**config.mk**
```make
export PLATFORM = sky130hd
export DESIGN_NAME = inst_fetch_unit
export DESIGN_NICKNAME = d
export VERILOG_FILES = /design/src/rtl/inst_fetch_unit.sv
export SDC_FILE = /design/constraint.sdc
export NUM_CORES = 1
export LEC_CHECK = 0
export CORE_MARGIN = 2
export CORE_UTILIZATION = 59
export CTS_BUF_LIST = sky130_fd_sc_hd__clkbuf_8
export CTS_CLUSTER_DIAMETER = 120
export DETAILED_ROUTE_END_ITERATION = 10
export PLACE_DENSITY_LB_ADDON = 0.12
export SLEW_MARGIN = 20
export SYNTH_ARGS = -nofsm -noshare
export SYNTH_HDL_FRONTEND = slang
export SYNTH_SLANG_ARGS = --single-unit
```
**constraint.sdc**
```tcl
create_clock -name clk_i -period 5.6 [get_ports clk_i]
set_input_delay 1.12 -clock clk_i [delete_from_list [all_inputs] [get_ports clk_i]]
set_output_delay 1.12 -clock clk_i [all_outputs]
set_load 0.005 [all_outputs]
```
**src/rtl/inst_fetch_unit.sv**
```systemverilog
// ---------------------------------------------------------------------------
// inst_fetch_unit
//   Instruction fetch stage for the RV64 single-cycle core. Keeps the fetch PC,
//   issues one 32-bit instruction read at a time over a valid/ready request
//   port, buffers returned words together with their PC in a small FIFO and
//   hands {inst_o, inst_pc_o} to the core over a valid/ready port. A redirect
//   flushes the buffer and restarts fetch; halt stops new requests.
//
// Ports
//   clk_i             clock, all state on rising edge
//   rst_ni            asynchronous reset, active low
//   imem_req_valid_o  read request valid
//   imem_req_ready_i  memory accepts request
//   imem_req_addr_o   read address (current fetch PC)
//   imem_rsp_valid_i  read data valid
//   imem_rsp_data_i   returned instruction word
//   redirect_valid_i  flush buffer and restart fetch at redirect_pc_i
//   redirect_pc_i     new fetch PC (low 2 bits forced to 0)
//   halt_i            level, blocks new requests
//   inst_valid_o      buffer head valid
//   inst_ready_i      core consumes head
//   inst_o            head instruction
//   inst_pc_o         head PC
//
// state       | meaning
// ------------+--------------------------------------------------------------
// S_IDLE      | no request outstanding, may issue
// S_WAIT      | one request outstanding, its response will be buffered
// S_WAIT_DROP | one request outstanding, its response will be discarded
// ---------------------------------------------------------------------------
module inst_fetch_unit #(
  parameter int unsigned     XLEN       = 64,
  parameter logic [XLEN-1:0] RESET_PC   = XLEN'(64'h8000_0000),
  parameter int unsigned     FIFO_DEPTH = 2
) (
  input  logic            clk_i,
  input  logic            rst_ni,
  output logic            imem_req_valid_o,
  input  logic            imem_req_ready_i,
  output logic [XLEN-1:0] imem_req_addr_o,
  input  logic            imem_rsp_valid_i,
  input  logic [31:0]     imem_rsp_data_i,
  input  logic            redirect_valid_i,
  input  logic [XLEN-1:0] redirect_pc_i,
  input  logic            halt_i,
  output logic            inst_valid_o,
  input  logic            inst_ready_i,
  output logic [31:0]     inst_o,
  output logic [XLEN-1:0] inst_pc_o
);

  localparam int unsigned      PTR_W   = (FIFO_DEPTH > 1) ? $clog2(FIFO_DEPTH) : 1;
  localparam int unsigned      CNT_W   = $clog2(FIFO_DEPTH + 1);
  localparam logic [CNT_W-1:0] DEPTH_C = CNT_W'(FIFO_DEPTH);

  typedef enum logic [1:0] {
    S_IDLE,
    S_WAIT,
    S_WAIT_DROP
  } state_e;

  state_e           state_q;
  logic [XLEN-1:0]  fetch_pc_q;
  logic [XLEN-1:0]  req_pc_q;
  logic [31:0]      buf_inst_q [FIFO_DEPTH];
  logic [XLEN-1:0]  buf_pc_q   [FIFO_DEPTH];
  logic [PTR_W-1:0] wr_ptr_q;
  logic [PTR_W-1:0] rd_ptr_q;
  logic [CNT_W-1:0] count_q;
  logic [CNT_W-1:0] count_d;

  logic req_hs;
  logic rsp_fire;
  logic push;
  logic pop;

  // Issue depends only on registers plus halt; redirect never reaches the
  // request port combinationally. The count gate guarantees a free slot for
  // the single outstanding response.
  assign imem_req_valid_o = rst_ni & (state_q == S_IDLE) & ~halt_i & (count_q < DEPTH_C);
  assign imem_req_addr_o  = fetch_pc_q;

  assign req_hs   = imem_req_valid_o & imem_req_ready_i;
  assign rsp_fire = imem_rsp_valid_i & (state_q != S_IDLE);

  // A response landing in the redirect cycle belongs to the old stream.
  assign push = rsp_fire & (state_q == S_WAIT) & ~redirect_valid_i;
  assign pop  = inst_valid_o & inst_ready_i & ~redirect_valid_i;

  assign inst_valid_o = (count_q != '0);
  assign inst_o       = buf_inst_q[rd_ptr_q];
  assign inst_pc_o    = buf_pc_q[rd_ptr_q];

  always_comb begin
    count_d = count_q;
    if (redirect_valid_i) begin
      count_d = '0;
    end else if (push && !pop) begin
      count_d = count_q + CNT_W'(1);
    end else if (pop && !push) begin
      count_d = count_q - CNT_W'(1);
    end
  end

  always_ff @(posedge clk_i or negedge rst_ni) begin
    if (!rst_ni) begin
      state_q    <= S_IDLE;
      fetch_pc_q <= RESET_PC;
      req_pc_q   <= '0;
      wr_ptr_q   <= '0;
      rd_ptr_q   <= '0;
      count_q    <= '0;
      for (int i = 0; i < int'(FIFO_DEPTH); i++) begin
        buf_inst_q[i] <= '0;
        buf_pc_q[i]   <= '0;
      end
    end else begin
      count_q <= count_d;

      if (push) begin
        buf_inst_q[wr_ptr_q] <= imem_rsp_data_i;
        buf_pc_q[wr_ptr_q]   <= req_pc_q;
      end

      if (req_hs) begin
        req_pc_q <= fetch_pc_q;
      end

      if (redirect_valid_i) begin
        wr_ptr_q   <= '0;
        rd_ptr_q   <= '0;
        fetch_pc_q <= {redirect_pc_i[XLEN-1:2], 2'b00};
      end else begin
        if (push) wr_ptr_q <= wr_ptr_q + PTR_W'(1);
        if (pop)  rd_ptr_q <= rd_ptr_q + PTR_W'(1);
        if (req_hs) fetch_pc_q <= fetch_pc_q + XLEN'(4);
      end

      case (state_q)
        S_IDLE: begin
          // A request accepted in the redirect cycle fetches a stale PC.
          if (req_hs) state_q <= redirect_valid_i ? S_WAIT_DROP : S_WAIT;
        end
        S_WAIT: begin
          if (rsp_fire)              state_q <= S_IDLE;
          else if (redirect_valid_i) state_q <= S_WAIT_DROP;
        end
        S_WAIT_DROP: begin
          if (rsp_fire) state_q <= S_IDLE;
        end
        default: state_q <= S_IDLE;
      endcase
    end
  end

endmodule
```
==> qor.yml <==
worst_setup_path:
  regToRegSetupSlack_ns: 2.66
  path_max_fanout: 74
  path_class: "reg -> out"
  worstPathRequired_ns: 4.48
  worstPathArrival_ns: 2.99
  cp-end-kind: "output pin"
  start_kind: "flop"
clock_network:
  cts-root-buf: "clkbuf_8"
  cts_tree: "built"
  clock_sinks: 318
  clockBufferDepth: 3
  path_clk_slew_ns: 0.06
  htreeDepth: 2
  clk-insertion-delay-late_ns: 0.57
  cts-buffers-inserted: 51
  hold_buffers: 0
  ctsResizeCount: 0
  cts_setup_buffers: 0
timing:
  rsz0062_at_grt: "false"
  max_clock_freq_ghz: 0.2436
  fin_hold_ws_ns: 0.3851
  drv_slew: 0
  setup_viol: 0
  finClkSkew_ns: 0.01574
  min_period_ns: 4.106
  setup-tns-final_ns: 0
  setup_slack_ns: 1.494
  hold_viol: 0
  worst_slew_pin_slew_ns: 1.136
  relSlewSlack_pct: 24.28
  fin_crit_sh_pct: 73.32
logic_synthesis:
  syn_avg_cell_area_um2: 11.56
  synth_cell_types: 50
  ys_warn_count: 0
  synth_area_um2: 14440
  seq_area_frac_synth_pct: 55.12
  syn-instance-count: 1249
  synth-main-ff-cell: "dfrtp_1"
  async_flop_share_pct: 100.0
  synth_edf_count: 0
  ys_seq_elements: 318
floorplanning:
  start_util_pct: 59.73
  core_area_um2: 24180
  core.rowCount: 57
  pin_count: 265
  die_h_um: 160.4
  die_area_um2: 25740
  die_w_um: 160.4
final_layout:
  drive_gt1_share_pct: 25.55
  finish.utilization_pct: 75.69
  area_growth_pct: 26.72
  finalInstanceArea_um2: 18300
  finalNonFillerCells: 1867
  fin_nets: 1609
placed_design:
  dp_hpwl_mm: 23.19
  place.gp.congestion: 0.8324
  dp_cells: 1776
  place_area_um2: 17290
  place_ws_ns: 1.602
  place.port_buffers: 258
job:
  cap_viol_max_count: 0
power:
  irDropWorstVdd_v: 0.0002099
  p_leak_nw: 8.367
  power.density_nw_per_um2: 326.4
  totalPowerFinal_mw: 5.973
global_route:
  grt_pass1_vias: 10790
  overflow: 0
  grt_start_max_net_pins: 82
  gr-usage-all-layers_pct: 27.67
  grt_pass1_wl_mm: 57.28
  antenna_found_initial: 4
routing:
  totalWireLength_mm: 35.32
  vias: 10600
  wl_per_cell_um: 18.92
  drcViolationCount: 0
  drtIter0Drc: 875
  firstDrtPassIters: 5
  antenna_left: 0
  routed_via_density: 5.679
outcome:
  status: "complete, no violations"
worst_hold_path:
  hp-class: "in -> async"
sequential cells by signal (all words and copies together) (netlist names):
signal           count
req_pc_q            62
count_q              2
state_q              2
buf_inst_q          64
buf_pc_q           124
imem_req_addr_o     62
wr_ptr_q             1
rd_ptr_q             1
cells in the mapped netlist (all sizes together) (5+ instances only):
library cell	n	area share (%)
or2	5	0.22
nor2	44	1.2
nand4	31	1.4
a31oi	25	1.1
clkbuf	54	1.4
xnor2	15	0.91
nor4	12	0.52
nor3	9	0.31
nand3	24	0.83
mux2	283	22
inv	10	0.26
nand2	232	6.0
or4	23	1.2
and2	6	0.26
dfrtp	317	55
nor2b	5	0.22
xor2	20	1.2
and3	7	0.31
buf	19	0.66
o21ai	48	1.7
o31ai	20	1.0
or3	11	0.48
final cells by class:
cell class / instances / area [um2]
multi-input combinational: 851 / 6186
inverter: 10 / 37.54
fill: 1643 / 5878
clock buffer: 65 / 894.6
antenna: 1 / 2.502
tap: 324 / 405.4
timing repair buffer: 273 / 2699
clock inverter: 25 / 111.4
sequential: 318 / 7963
layout by cell type, fill, tap and decap left out, types with 2 or more instances in the layout:
| cell type | instances |
|---|---|
| clkdlybuf4s50_1 | 256 |
| and4_1 | 4 |
| mux2_2 | 283 |
| and2_1 | 6 |
| inv_1 | 25 |
| dfrtp_1 | 316 |
| o21ai_0 | 48 |
| clkbuf_8 | 65 |
| and3_1 | 6 |
| xnor2_1 | 15 |
| nand2_1 | 230 |
| clkinv_2 | 7 |
| nor3_1 | 8 |
| nor2b_1 | 5 |
| nand3b_1 | 2 |
| nand2b_1 | 4 |
| nand3_1 | 24 |
| nand4_1 | 30 |
| a21oi_1 | 2 |
| or2_2 | 5 |
| nor4_1 | 11 |
| conb_1 | 4 |
| nor4b_1 | 2 |
| mux2i_1 | 2 |
| a31oi_1 | 25 |
| or4_1 | 21 |
| or3_1 | 11 |
| buf_4 | 14 |
| nor2_1 | 42 |
| o31ai_1 | 20 |
| xor2_1 | 20 |
routing by layer:
layer,track usage (%),up-vias,routed length [um]
met3,6.586,72,2452
met5,0,-,27
met1,38.51,5268,15450
met4,8.108,4,859
met2,43.81,339,16530
li1,-,4920,-
power by group:
group | switching, mW | internal (mW)
registers | 0.247 | 2.62
logic | 0.420 | 0.747
clock network | 0.900 | 1.04
critical path: stages, from the launching register on:
cell	delay (ns)
dfrtp_4	1.19
buf_4	0.38
mux2_2	0.35
clkdlybuf4s50_1	0.48
worst paths after layout:
| check | from | endpoint | depth (start not counted) |
|---|---|---|---|
| setup reg to reg | imem_req_addr_o[2] | imem_req_addr_o[60] | 7 |
| hold / removal | rst_ni | buf_inst_q[50] | 1 |
| setup / recovery | rd_ptr_q | inst_pc_o[4] | 3 |
| max in group asynchronous | rst_ni | buf_pc_q[110] | 3 |
| hold reg to reg | req_pc_q[60] | req_pc_q[60] | 2 |
| min in group clk_i | req_pc_q[60] | req_pc_q[60] | 2 |
cell families after synthesis:
family	after synthesis	share of synthesized area [%]
AOI/OAI and AO/OA	102	4.263
xor gates and xnor gates	35	2.123
adders and majority gates	1	0.08663
buffers and inverters	83	2.322
DFF	318	55.12
muxes	285	22.21
other	1	0.02597
and+or+nand+nor	424	13.86
(Power assumes the default switching activity.)
